**src/rtl/tick_period_monitor_if.sv**
```systemverilog
// Signal bundle between the clock-divider tick source and tick_period_monitor.
// Optional min/max period outputs exist only when TICK_MON_MINMAX_EN is defined.
interface tick_period_monitor_if #(
    parameter int CW = 26
);
    logic          tick_in;
    logic          fault_clr;
    logic [CW-1:0] period_out;
    logic          period_valid;
    logic          locked;
    logic          fault;
    logic          timeout;
    logic [7:0]    fault_cnt;
`ifdef TICK_MON_MINMAX_EN
    logic [CW-1:0] min_period;
    logic [CW-1:0] max_period;

    modport master (
        output tick_in, fault_clr,
        input  period_out, period_valid, locked, fault, timeout, fault_cnt,
        input  min_period, max_period
    );
    modport slave (
        input  tick_in, fault_clr,
        output period_out, period_valid, locked, fault, timeout, fault_cnt,
        output min_period, max_period
    );
`else
    modport master (
        output tick_in, fault_clr,
        input  period_out, period_valid, locked, fault, timeout, fault_cnt
    );
    modport slave (
        input  tick_in, fault_clr,
        output period_out, period_valid, locked, fault, timeout, fault_cnt
    );
`endif
endinterface

```
**src/rtl/tick_period_monitor.sv**
```systemverilog
// Measures clk10 cycles between divider ticks, grades each period and tracks lock/fault.
// Optional min/max period tracking is enabled by defining TICK_MON_MINMAX_EN.
module tick_period_monitor #(
    parameter int EXPECTED   = 10000000,
    parameter int TOLERANCE  = 2,
    parameter int LOCK_COUNT = 4,
    parameter int CW         = 26
) (
    input  logic                  clk10,
    input  logic                  reset,
    tick_period_monitor_if.slave  mon
);
    typedef enum logic [1:0] {IDLE, ACQUIRE, LOCKED, FAULT} state_t;

    // Window bounds live at CW+1 bits so EXPECTED-TOLERANCE and the saturated period never wrap.
    localparam logic [CW:0]   PERIOD_LO   = (EXPECTED > TOLERANCE) ? (CW+1)'(EXPECTED - TOLERANCE) : '0;
    localparam logic [CW:0]   PERIOD_HI   = (CW+1)'(EXPECTED + TOLERANCE);
    localparam logic [CW-1:0] TIMEOUT_AT  = CW'(EXPECTED + TOLERANCE - 1);
    localparam logic [CW-1:0] CNT_MAX     = '1;
    localparam logic [3:0]    LOCK_TARGET = 4'(LOCK_COUNT);

    state_t        state, state_nxt;
    logic [CW-1:0] cnt;
    logic          seen;
    logic [3:0]    good_cnt, good_cnt_nxt;
    logic [7:0]    fault_cnt_q, fault_cnt_nxt;
    logic [CW-1:0] period_q;
    logic          period_valid_q, locked_q, fault_q, timeout_q;

    logic [CW:0]   period_ext;
    logic [CW-1:0] period_sat;
    logic          period_good, overdue, capture;

    assign period_ext  = {1'b0, cnt} + (CW+1)'(1);
    assign period_sat  = period_ext[CW] ? CNT_MAX : period_ext[CW-1:0];
    assign period_good = (period_ext >= PERIOD_LO) && (period_ext <= PERIOD_HI);
    assign overdue     = !mon.tick_in && seen && (cnt == TIMEOUT_AT);
    assign capture     = mon.tick_in && seen;

    // NOTE: sequential state uses non-blocking assignments and a synchronous active-low reset.
    always_ff @(posedge clk10) begin
        if (!reset) state <= IDLE;
        else        state <= state_nxt;
    end

    // NOTE: every output of this block is given a default first, so no latch can be inferred.
    always_comb begin
        state_nxt     = state;
        good_cnt_nxt  = good_cnt;
        fault_cnt_nxt = fault_cnt_q;
        case (state)
            IDLE: begin
                if (mon.tick_in) begin
                    state_nxt    = ACQUIRE;
                    good_cnt_nxt = '0;
                end
            end
            ACQUIRE: begin
                if (overdue) begin
                    state_nxt    = IDLE;
                    good_cnt_nxt = '0;
                end else if (mon.tick_in) begin
                    if (period_good) begin
                        good_cnt_nxt = good_cnt + 4'd1;
                        if (good_cnt + 4'd1 == LOCK_TARGET) state_nxt = LOCKED;
                    end else begin
                        good_cnt_nxt = '0;
                    end
                end
            end
            LOCKED: begin
                if (overdue || (mon.tick_in && !period_good)) begin
                    state_nxt = FAULT;
                    if (fault_cnt_q != 8'hFF) fault_cnt_nxt = fault_cnt_q + 8'd1;
                end
            end
            FAULT: begin
                if (mon.fault_clr) begin
                    state_nxt    = IDLE;
                    good_cnt_nxt = '0;
                end
            end
            default: state_nxt = IDLE;
        endcase
    end

    always_ff @(posedge clk10) begin
        if (!reset) begin
            cnt            <= '0;
            seen           <= 1'b0;
            good_cnt       <= '0;
            fault_cnt_q    <= '0;
            period_q       <= '0;
            period_valid_q <= 1'b0;
            locked_q       <= 1'b0;
            fault_q        <= 1'b0;
            timeout_q      <= 1'b0;
        end else begin
            if (mon.tick_in)         cnt <= '0;
            else if (cnt != CNT_MAX) cnt <= cnt + CW'(1);
            if (mon.tick_in) seen <= 1'b1;
            if (capture) period_q <= period_sat;
            period_valid_q <= capture;
            timeout_q      <= overdue;
            good_cnt       <= good_cnt_nxt;
            fault_cnt_q    <= fault_cnt_nxt;
            locked_q       <= (state_nxt == LOCKED);
            fault_q        <= (state_nxt == FAULT);
        end
    end

    assign mon.period_out   = period_q;
    assign mon.period_valid = period_valid_q;
    assign mon.locked       = locked_q;
    assign mon.fault        = fault_q;
    assign mon.timeout      = timeout_q;
    assign mon.fault_cnt    = fault_cnt_q;

`ifdef TICK_MON_MINMAX_EN
    logic [CW-1:0] min_q, max_q;
    logic          clr_stats;

    assign clr_stats = (state == FAULT) && mon.fault_clr;

    always_ff @(posedge clk10) begin
        if (!reset || clr_stats) begin
            min_q <= '1;
            max_q <= '0;
        end else if (capture) begin
            if (period_sat < min_q) min_q <= period_sat;
            if (period_sat > max_q) max_q <= period_sat;
        end
    end

    assign mon.min_period = min_q;
    assign mon.max_period = max_q;
`endif
endmodule

```
**src/flat_wrapper.sv**
```systemverilog
// flat-port wrapper written by rule: the top's interface ports become plain ports
module tick_period_monitor_flat 
#(
    parameter int EXPECTED   = 10000000,
    parameter int TOLERANCE  = 2,
    parameter int LOCK_COUNT = 4,
    parameter int CW         = 26
)
  (clk10, reset, mon_tick_in, mon_fault_clr, mon_period_out, mon_period_valid, mon_locked, mon_fault, mon_timeout, mon_fault_cnt);
  tick_period_monitor_if #(.CW(CW)) mon_i ();
  input  logic clk10;
  input  logic reset;
  input wire logic [$bits(mon_i.tick_in)-1:0] mon_tick_in;
  input wire logic [$bits(mon_i.fault_clr)-1:0] mon_fault_clr;
  output wire logic [$bits(mon_i.period_out)-1:0] mon_period_out;
  output wire logic [$bits(mon_i.period_valid)-1:0] mon_period_valid;
  output wire logic [$bits(mon_i.locked)-1:0] mon_locked;
  output wire logic [$bits(mon_i.fault)-1:0] mon_fault;
  output wire logic [$bits(mon_i.timeout)-1:0] mon_timeout;
  output wire logic [$bits(mon_i.fault_cnt)-1:0] mon_fault_cnt;
  assign mon_i.tick_in = mon_tick_in;
  assign mon_i.fault_clr = mon_fault_clr;
  assign mon_period_out = mon_i.period_out;
  assign mon_period_valid = mon_i.period_valid;
  assign mon_locked = mon_i.locked;
  assign mon_fault = mon_i.fault;
  assign mon_timeout = mon_i.timeout;
  assign mon_fault_cnt = mon_i.fault_cnt;
  tick_period_monitor #(.EXPECTED(EXPECTED), .TOLERANCE(TOLERANCE), .LOCK_COUNT(LOCK_COUNT), .CW(CW)) u_core (.clk10(clk10), .reset(reset), .mon(mon_i));
endmodule
```
**config.mk**
```make
export PLATFORM = sky130hd
export DESIGN_NAME = tick_period_monitor_flat
export DESIGN_NICKNAME = d
export VERILOG_FILES = /design/src/rtl/tick_period_monitor_if.sv /design/src/rtl/tick_period_monitor.sv /design/src/flat_wrapper.sv
export SDC_FILE = /design/constraint.sdc
export NUM_CORES = 1
export LEC_CHECK = 0
export CAP_MARGIN = 25
export CELL_PAD_IN_SITES_DETAIL_PLACEMENT = 2
export CELL_PAD_IN_SITES_GLOBAL_PLACEMENT = 2
export CORE_UTILIZATION = 34
export DETAILED_ROUTE_END_ITERATION = 10
export PLACE_DENSITY = 0.82
export SYNTH_ARGS = -nofsm -noshare
export SYNTH_HDL_FRONTEND = slang
export SYNTH_SLANG_ARGS = --single-unit
```
**constraint.sdc**
```tcl
create_clock -name clk10 -period 3.9 [get_ports clk10]
set_input_delay 0.585 -clock clk10 [delete_from_list [all_inputs] [get_ports clk10]]
set_output_delay 0.585 -clock clk10 [all_outputs]
set_load 0.05 [all_outputs]
```
==> key figures, run 1 <==
Placement
  • Placer Congestion: 0.877
  • Placed cell area: 0.00428 mm2
  • HPWL Detailed: 8.68 mm
  • Place WS: 287 ps
  • Dpl cells: 622
  • Port Buffers: 41

Cells and area
  • Final #Nets: 502
  • Area Growth Syn to Fin: 19.3%
  • Most frequent cells in the layout: 83 x nor2_1, 71 x dfxtp_1, 41 x clkdlybuf4s50_1
  • Fillers: 1260
  • Fin area: 0.00451 mm2
  • Sequential cell area: 0.00142 mm2
  • Commonest non-fill, non-tap cell in the layout: nor2_1
  • Multi-input gate area: 0.00215 mm2
  • Post-Layout Cell Count: 637
  • Fraction of layout cells with a size suffix above 1: 6.84%
  • N_diodes: 0

Clock network
  • Clock-pin transition on the worst setup and hold timing paths: 80 ps
  • Cts bufs inserted: 9
  • Worst skew pair latency: 360 ps
  • Max Root-Sink Buffers: 2
  • Root buf cell: clkbuf_8
  • Setup repair bufs after CTS: 0
  • CTS tree: done
  • Clock H-tree levels: 3
  • Resize count post-CTS: 0
  • CTS Hold Bufs: 0
  • Number of clock sinks: 71

Timing
  • Final period util: 94.3%
  • Fmax: 272 MHz
  • Max_slew headroom: 55.4%
  • Fin Setup TNS: 0 ps
  • RSZ-0062 raised after global routing: no
  • Fin crit period: 3680 ps
  • Final Skew: 10.7 ps
  • Worst Max-Slew Pin Slew: 669 ps
  • Worst setup margin: 224 ps
  • Pins Over Slew Limit: 0
  • Fin. Hold Viols: 0
  • Count of final setup violators: 0

Yosys
  • Largest cells by area after synthesis: dfxtp_1 38%, nor2_1 8.2%, a211oi_1 4.2%
  • EDFF count, synth: 0
  • Syn Area/Cell: 8.10 um2
  • Syn Inst Count: 467
  • Ys flop type: dfxtp_1
  • Post-synth ARST share: 0%
  • Register area share after synthesis: 37.6%
  • Count of cell types in the netlist: 62
  • Synthesized area: 0.00378 mm2
  • Synth top area share: 37.6%
  • Syn nets: 476
  • Synth Warn #: 0
  • #FFs+latches synth: 71
  • Area leader, netlist: dfxtp_1

Detailed routing
  • Met1 wire length: 5.58 mm
  • DR iter-0 viols: 156
  • Met2 routed WL: 5.76 mm
  • DRC: 0
  • WL per Instance: 18.8 um
  • Final WL: 12.0 mm
  • Highest routed layer: met4
  • Drt pass-1 iters: 4
  • Wire length on met3: 401 um
  • Vias: 3542
  • Vias per cell: 5.56
  • Antenna-violating nets left: 0

GRT
  • Antenna violations before repair: 0
  • Total track usage: 22.2%
  • Grt ovf: 0
  • Largest net degree at the start of global routing: 27
  • First-pass GRT wire length: 19.8 mm
  • Vias in the first global route: 3746

Die
  • Die ar.: 0.0116 mm2
  • Core ar.: 0.0108 mm2
  • Die Ht: 107 um
  • Top-level port count: 42
  • Initial Util: 34.9%
  • Die X: 107 um
  • Num rows: 38

Setup path
  • Startpoint Class: flop
  • Crit-path max FO: 12
  • Worst path buffer plus inverter count: 0
  • Worst EP required: 4160 ps
  • Kind of cell adding the most delay to the critical path: compound AO/OA/AOI/OAI gates
  • Critical Path Max Stage Delay: 560 ps
  • WP data arrival: 3930 ps
  • Worst path cell trace: ha_1, and4_1, and3_1, a2111oi_0, a221oi_1, a211oi_2, a311oi_1, a21oi_1, a21boi_0, o21a_1
  • CP endpoint kind: flop
  • R2R depth: 10
  • Reg2Reg Setup Slack: 220 ps
  • Reg2reg end: u_core.mon.fault_cnt[1]
  • Slowest CP cell: a2111oi_0
  • FF-to-FF Start: u_core.cnt[0]
  • Setup crit start: u_core.cnt[0]
  • Setup Crit Path Kind: flop to flop

Power
  • Overall power: 1.59 mW
  • Power per cell area: 352 mW/mm2
  • Peak VDD IR: 0.157 mV
  • Leak pwr: 1.64 nW

Hold path
  • Min-Delay Path Class: flop to flop
  • Hold path depth: 2
  • Hold endpoint: u_core.mon.fault_cnt[6]
  • HP Start: u_core.mon.fault_cnt[6]

Flow run
  • Max capacitance violation total: 0

Outcome
  • Status: complete, no violations
worst min-delay path, cell delays in order (launching register included):
cell and delay [ps]:
dfxtp_1 330, nand2_1 60, mux2i_1 50
registers in the layout, indices dropped and copies added (netlist names):
signal,count
u_core.mon.fault,1
u_core.good_cnt,4
u_core.mon.locked,1
u_core.mon.period_out,26
u_core.seen,1
u_core.state,2
u_core.cnt,26
u_core.mon.fault_cnt,8
u_core.mon.period_valid,1
u_core.mon.timeout,1
Yosys cell counts (3+ instances only):
master / n
a211oi_1: 21
and2_1: 9
nand3_1: 17
a311oi_1: 9
nand4_1: 8
a31oi_1: 8
and3_1: 17
clkbuf_1: 15
nand2b_1: 8
inv_1: 10
ha_1: 5
nand2_1: 35
a21oi_1: 27
nand3b_1: 3
xor2_1: 12
nor3_1: 7
buf_4: 7
nor4_1: 3
buf_2: 11
and4_1: 6
xnor2_1: 12
mux2i_1: 10
dfxtp_1: 71
o211ai_1: 3
o21ai_0: 8
nor2_1: 83
layer usage:
layer	up-vias	track usage, %
met2	55	36.9
met1	1758	28.1
met4	0	8.81
met5	-	0
met3	17	4.42
li1	1712	-
worst max-delay path by stage:
stage | cells past startpoint | to
after floorplan | 13 | u_core.mon.fault_cnt[1]
after global placement | 10 | u_core.mon.fault_cnt[1]
after detailed placement | 10 | u_core.mon.fault_cnt[1]
after CTS | 10 | u_core.good_cnt[2]
after global routing | 10 | u_core.mon.fault_cnt[1]
final | 10 | u_core.mon.fault_cnt[1]
layout make-up:
type / instances / share of cell area, %
inverter: 10 / 0.832
timing repair buffer: 50 / 11.0
multi-input combinational: 351 / 47.7
sequential: 71 / 31.5
clock inverter: 3 / 1.44
tap: 140 / 3.88
clock buffer: 12 / 3.66
per-stage QoR:
| step | hold slack, ps | util (%) |
|---|---|---|
| 2_1_floorplan | 449 | - |
| 3_3_place_gp | 465 | 39.3 |
| 3_5_place_dp | 484 | 39.5 |
| 4_1_cts | 495 | 41.6 |
| 5_1_grt | 520 | 41.6 |
| 6_report | 490 | 41.6 |
report_power, final:
part / internal (mW) / switching, mW / total (mW)
registers: 0.742 / 0.0121 / 0.754
clock network: 0.408 / 0.281 / 0.689
logic: 0.0486 / 0.0990 / 0.148
kinds of logic (layout without fill, tap and decap cells):
logic type | count (synthesis) | after routing | synth area share (%)
AO/OA/AOI/OAI | 98 | 98 | 18.1
XOR/XNOR | 24 | 24 | 5.56
adder cells (fa/ha/maj) | 5 | 5 | 1.65
buffers and inverters | 45 | 75 | 5.59
flip-flops | 71 | 71 | 37.6
multiplexers | 10 | 10 | 2.65
AND/OR/NAND/NOR | 214 | 214 | 28.9
(Power assumes the default switching activity.)
==> inputs of run 2 (changes only) <==
--- a/config.mk
+++ b/config.mk
@@ -11,6 +11,7 @@
 export CORE_UTILIZATION = 34
 export DETAILED_ROUTE_END_ITERATION = 10
 export PLACE_DENSITY = 0.82
+export RECOVER_POWER = 25
 export SYNTH_ARGS = -nofsm -noshare
 export SYNTH_HDL_FRONTEND = slang
 export SYNTH_SLANG_ARGS = --single-unit
==> run 2 against run 1 <==
Cell area down 0.53%. Clock power hardly changed. Core utilization is 0.22 points lower. Count of clock-buffer cells in the layout unchanged. Sequential power barely moved. Routed wire length fell by 0.26%. Final cell count unchanged. First-iteration DRC count shrank 21%. Die area did not move. Hold slack lost 0.78 ps. Critical endpoint unchanged.
==> key figures, run 2 (same netlist as run 1, synthesis figures left out) <==
Placement
  • Placer Congestion: 0.877 (unchanged)
  • Dpl cells: 622 (unchanged)
  • Place WS: 287 ps (unchanged)
  • HPWL Detailed: 8.68 mm (unchanged)
  • Port Buffers: 41 (unchanged)

Clock network
  • Setup repair bufs after CTS: 0 (unchanged)
  • Number of clock sinks: 71 (unchanged)
  • CTS Hold Bufs: 0 (unchanged)
  • Worst skew pair latency: 360 ps (about the same)
  • Resize count post-CTS: 0 (unchanged)
  • Max Root-Sink Buffers: 2 (unchanged)
  • Clock-pin transition on the worst setup and hold timing paths: 80 ps (about the same)
  • Clock H-tree levels: 3 (unchanged)
  • CTS tree: done (unchanged)
  • Cts bufs inserted: 9 (unchanged)
  • Root buf cell: clkbuf_8 (unchanged)

Timing
  • Fin crit period: 3680 ps (about the same)
  • Count of final setup violators: 0 (unchanged)
  • Max_slew headroom: 37.5% (was 55.4%)
  • Fin Setup TNS: 0 ps (unchanged)
  • Worst setup margin: 223 ps (was 224 ps)
  • Fin. Hold Viols: 0 (unchanged)
  • Worst Max-Slew Pin Slew: 937 ps (was 669 ps)
  • RSZ-0062 raised after global routing: no (unchanged)
  • Pins Over Slew Limit: 0 (unchanged)
  • Fmax: 272 MHz (about the same)
  • Final period util: 94.3% (about the same)
  • Final Skew: 10.3 ps (was 10.7 ps)

Setup path
  • Worst EP required: 4150 ps (was 4160 ps)
  • Startpoint Class: flop (unchanged)
  • WP data arrival: 3930 ps (about the same)
  • Critical Path Max Stage Delay: 560 ps (about the same)
  • Crit-path max FO: 12 (unchanged)
  • Slowest CP cell: a2111oi_0 (unchanged)
  • Worst path cell trace: ha_1, and4_1, and3_1, a2111oi_0, a221oi_1, a211oi_2, a311oi_1, a21oi_1, a21boi_0, o21a_1 (unchanged)
  • Setup Crit Path Kind: flop to flop (unchanged)
  • CP endpoint kind: flop (unchanged)

Detailed routing
  • DR iter-0 viols: 124 (was 156)
  • Final WL: 12.0 mm (about the same)
  • WL per Instance: 18.8 um (about the same)
  • Antenna-violating nets left: 0 (unchanged)
  • Vias: 3544 (was 3542)
  • Drt pass-1 iters: 4 (unchanged)
  • DRC: 0 (unchanged)
  • Vias per cell: 5.56 (about the same)

GRT
  • First-pass GRT wire length: 19.8 mm (unchanged)
  • Antenna violations before repair: 0 (unchanged)
  • Vias in the first global route: 3746 (unchanged)
  • Grt ovf: 0 (unchanged)
  • Total track usage: 22.2% (unchanged)
  • Largest net degree at the start of global routing: 27 (unchanged)

Die
  • Initial Util: 34.9% (unchanged)
  • Die X: 107 um (unchanged)
  • Die ar.: 0.0116 mm2 (unchanged)
  • Core ar.: 0.0108 mm2 (unchanged)
  • Num rows: 38 (unchanged)
  • Die Ht: 107 um (unchanged)
  • Top-level port count: 42 (unchanged)

Cells and area
  • Multi-input gate area: 0.00215 mm2 (unchanged)
  • N_diodes: 0 (unchanged)
  • Final #Nets: 502 (unchanged)
  • Fillers: 1264 (was 1260)
  • Post-Layout Cell Count: 637 (unchanged)
  • Fraction of layout cells with a size suffix above 1: 6.64% (was 6.84%)
  • Sequential cell area: 0.00142 mm2 (unchanged)
  • Area Growth Syn to Fin: 18.7% (was 19.3%)
  • Most frequent cells in the layout: 83 x nor2_1, 71 x dfxtp_1, 35 x nand2_1 (was 83 x nor2_1, 71 x dfxtp_1, 41 x clkdlybuf4s50_1)
  • Commonest non-fill, non-tap cell in the layout: nor2_1 (unchanged)

Hold path
  • Min-Delay Path Class: flop to flop (unchanged)

Flow run
  • Max capacitance violation total: 0 (unchanged)

Power
  • Leak pwr: 1.71 nW (was 1.64 nW)
  • Peak VDD IR: 0.157 mV (about the same)
  • Power per cell area: 352 mW/mm2 (about the same)

Outcome
  • Status: complete, no violations (unchanged)
==> run 2: cell count changes in the layout (fill, tap and decap cells not counted) <==
cell and change:
buf_16 -1, clkbuf_1 +1, clkdlybuf4s50_1 -25, dlygate4sd3_1 +25
==> run 2: critical path, delay by kind of cell, from the launching register on <==
kind / cells / cell delay [ps]
fa+ha+maj: 1 / 300
compound gates: 7 / 2160
simple gates: 2 / 720
flops: 1 / 390
==> run 2: layer usage <==
metal / global-route usage [%] / vias to the layer above / share of wire (%)
li1: - / 1717 / -
met1: 28.1 / 1759 / 46
met2: 36.9 / 51 / 48
met3: 4.42 / 17 / 3.4
met4: 8.81 / 0 / 2.0
met5: 0 / - / 0
==> run 2: worst paths after layout <==
check | from | endpoint | slack [ps] | cells after the start
hold / removal | u_core.mon.fault_cnt[6] | u_core.mon.fault_cnt[6] | 490 | 2
setup reg to reg | u_core.cnt[0] | u_core.mon.fault_cnt[1] | 220 | 10
hold reg to reg | u_core.mon.fault_cnt[6] | u_core.mon.fault_cnt[6] | 490 | 2
setup / recovery | u_core.cnt[0] | u_core.mon.fault_cnt[1] | 220 | 10
==> run 2: through the flow <==
stage	hold slack, ps	utilization (%)	power, mW	area, um2
2_1_floorplan	449	-	0.867	3780
3_3_place_gp	465	39.3	0.911	4260
3_5_place_dp	484	39.5	0.919	4280
4_1_cts	495	41.6	1.61	4510
5_1_grt	520	41.4	1.64	4490
6_report	489	41.4	1.58	4490
==> run 2: report_power, final <==
| part | internal (mW) | total (mW) | switching [mW] |
|---|---|---|---|
| clock | 0.408 | 0.688 | 0.280 |
| combinational | 0.0417 | 0.140 | 0.0984 |
| sequential | 0.742 | 0.753 | 0.0116 |
==> run 2: final cells by class <==
class | instances | area share, %
inverter | 10 | 0.836
multi-input combinational | 351 | 47.9
clock buffer | 12 | 3.68
tap | 140 | 3.90
timing repair buffer | 50 | 10.6
sequential | 71 | 31.7
clock inverter | 3 | 1.45
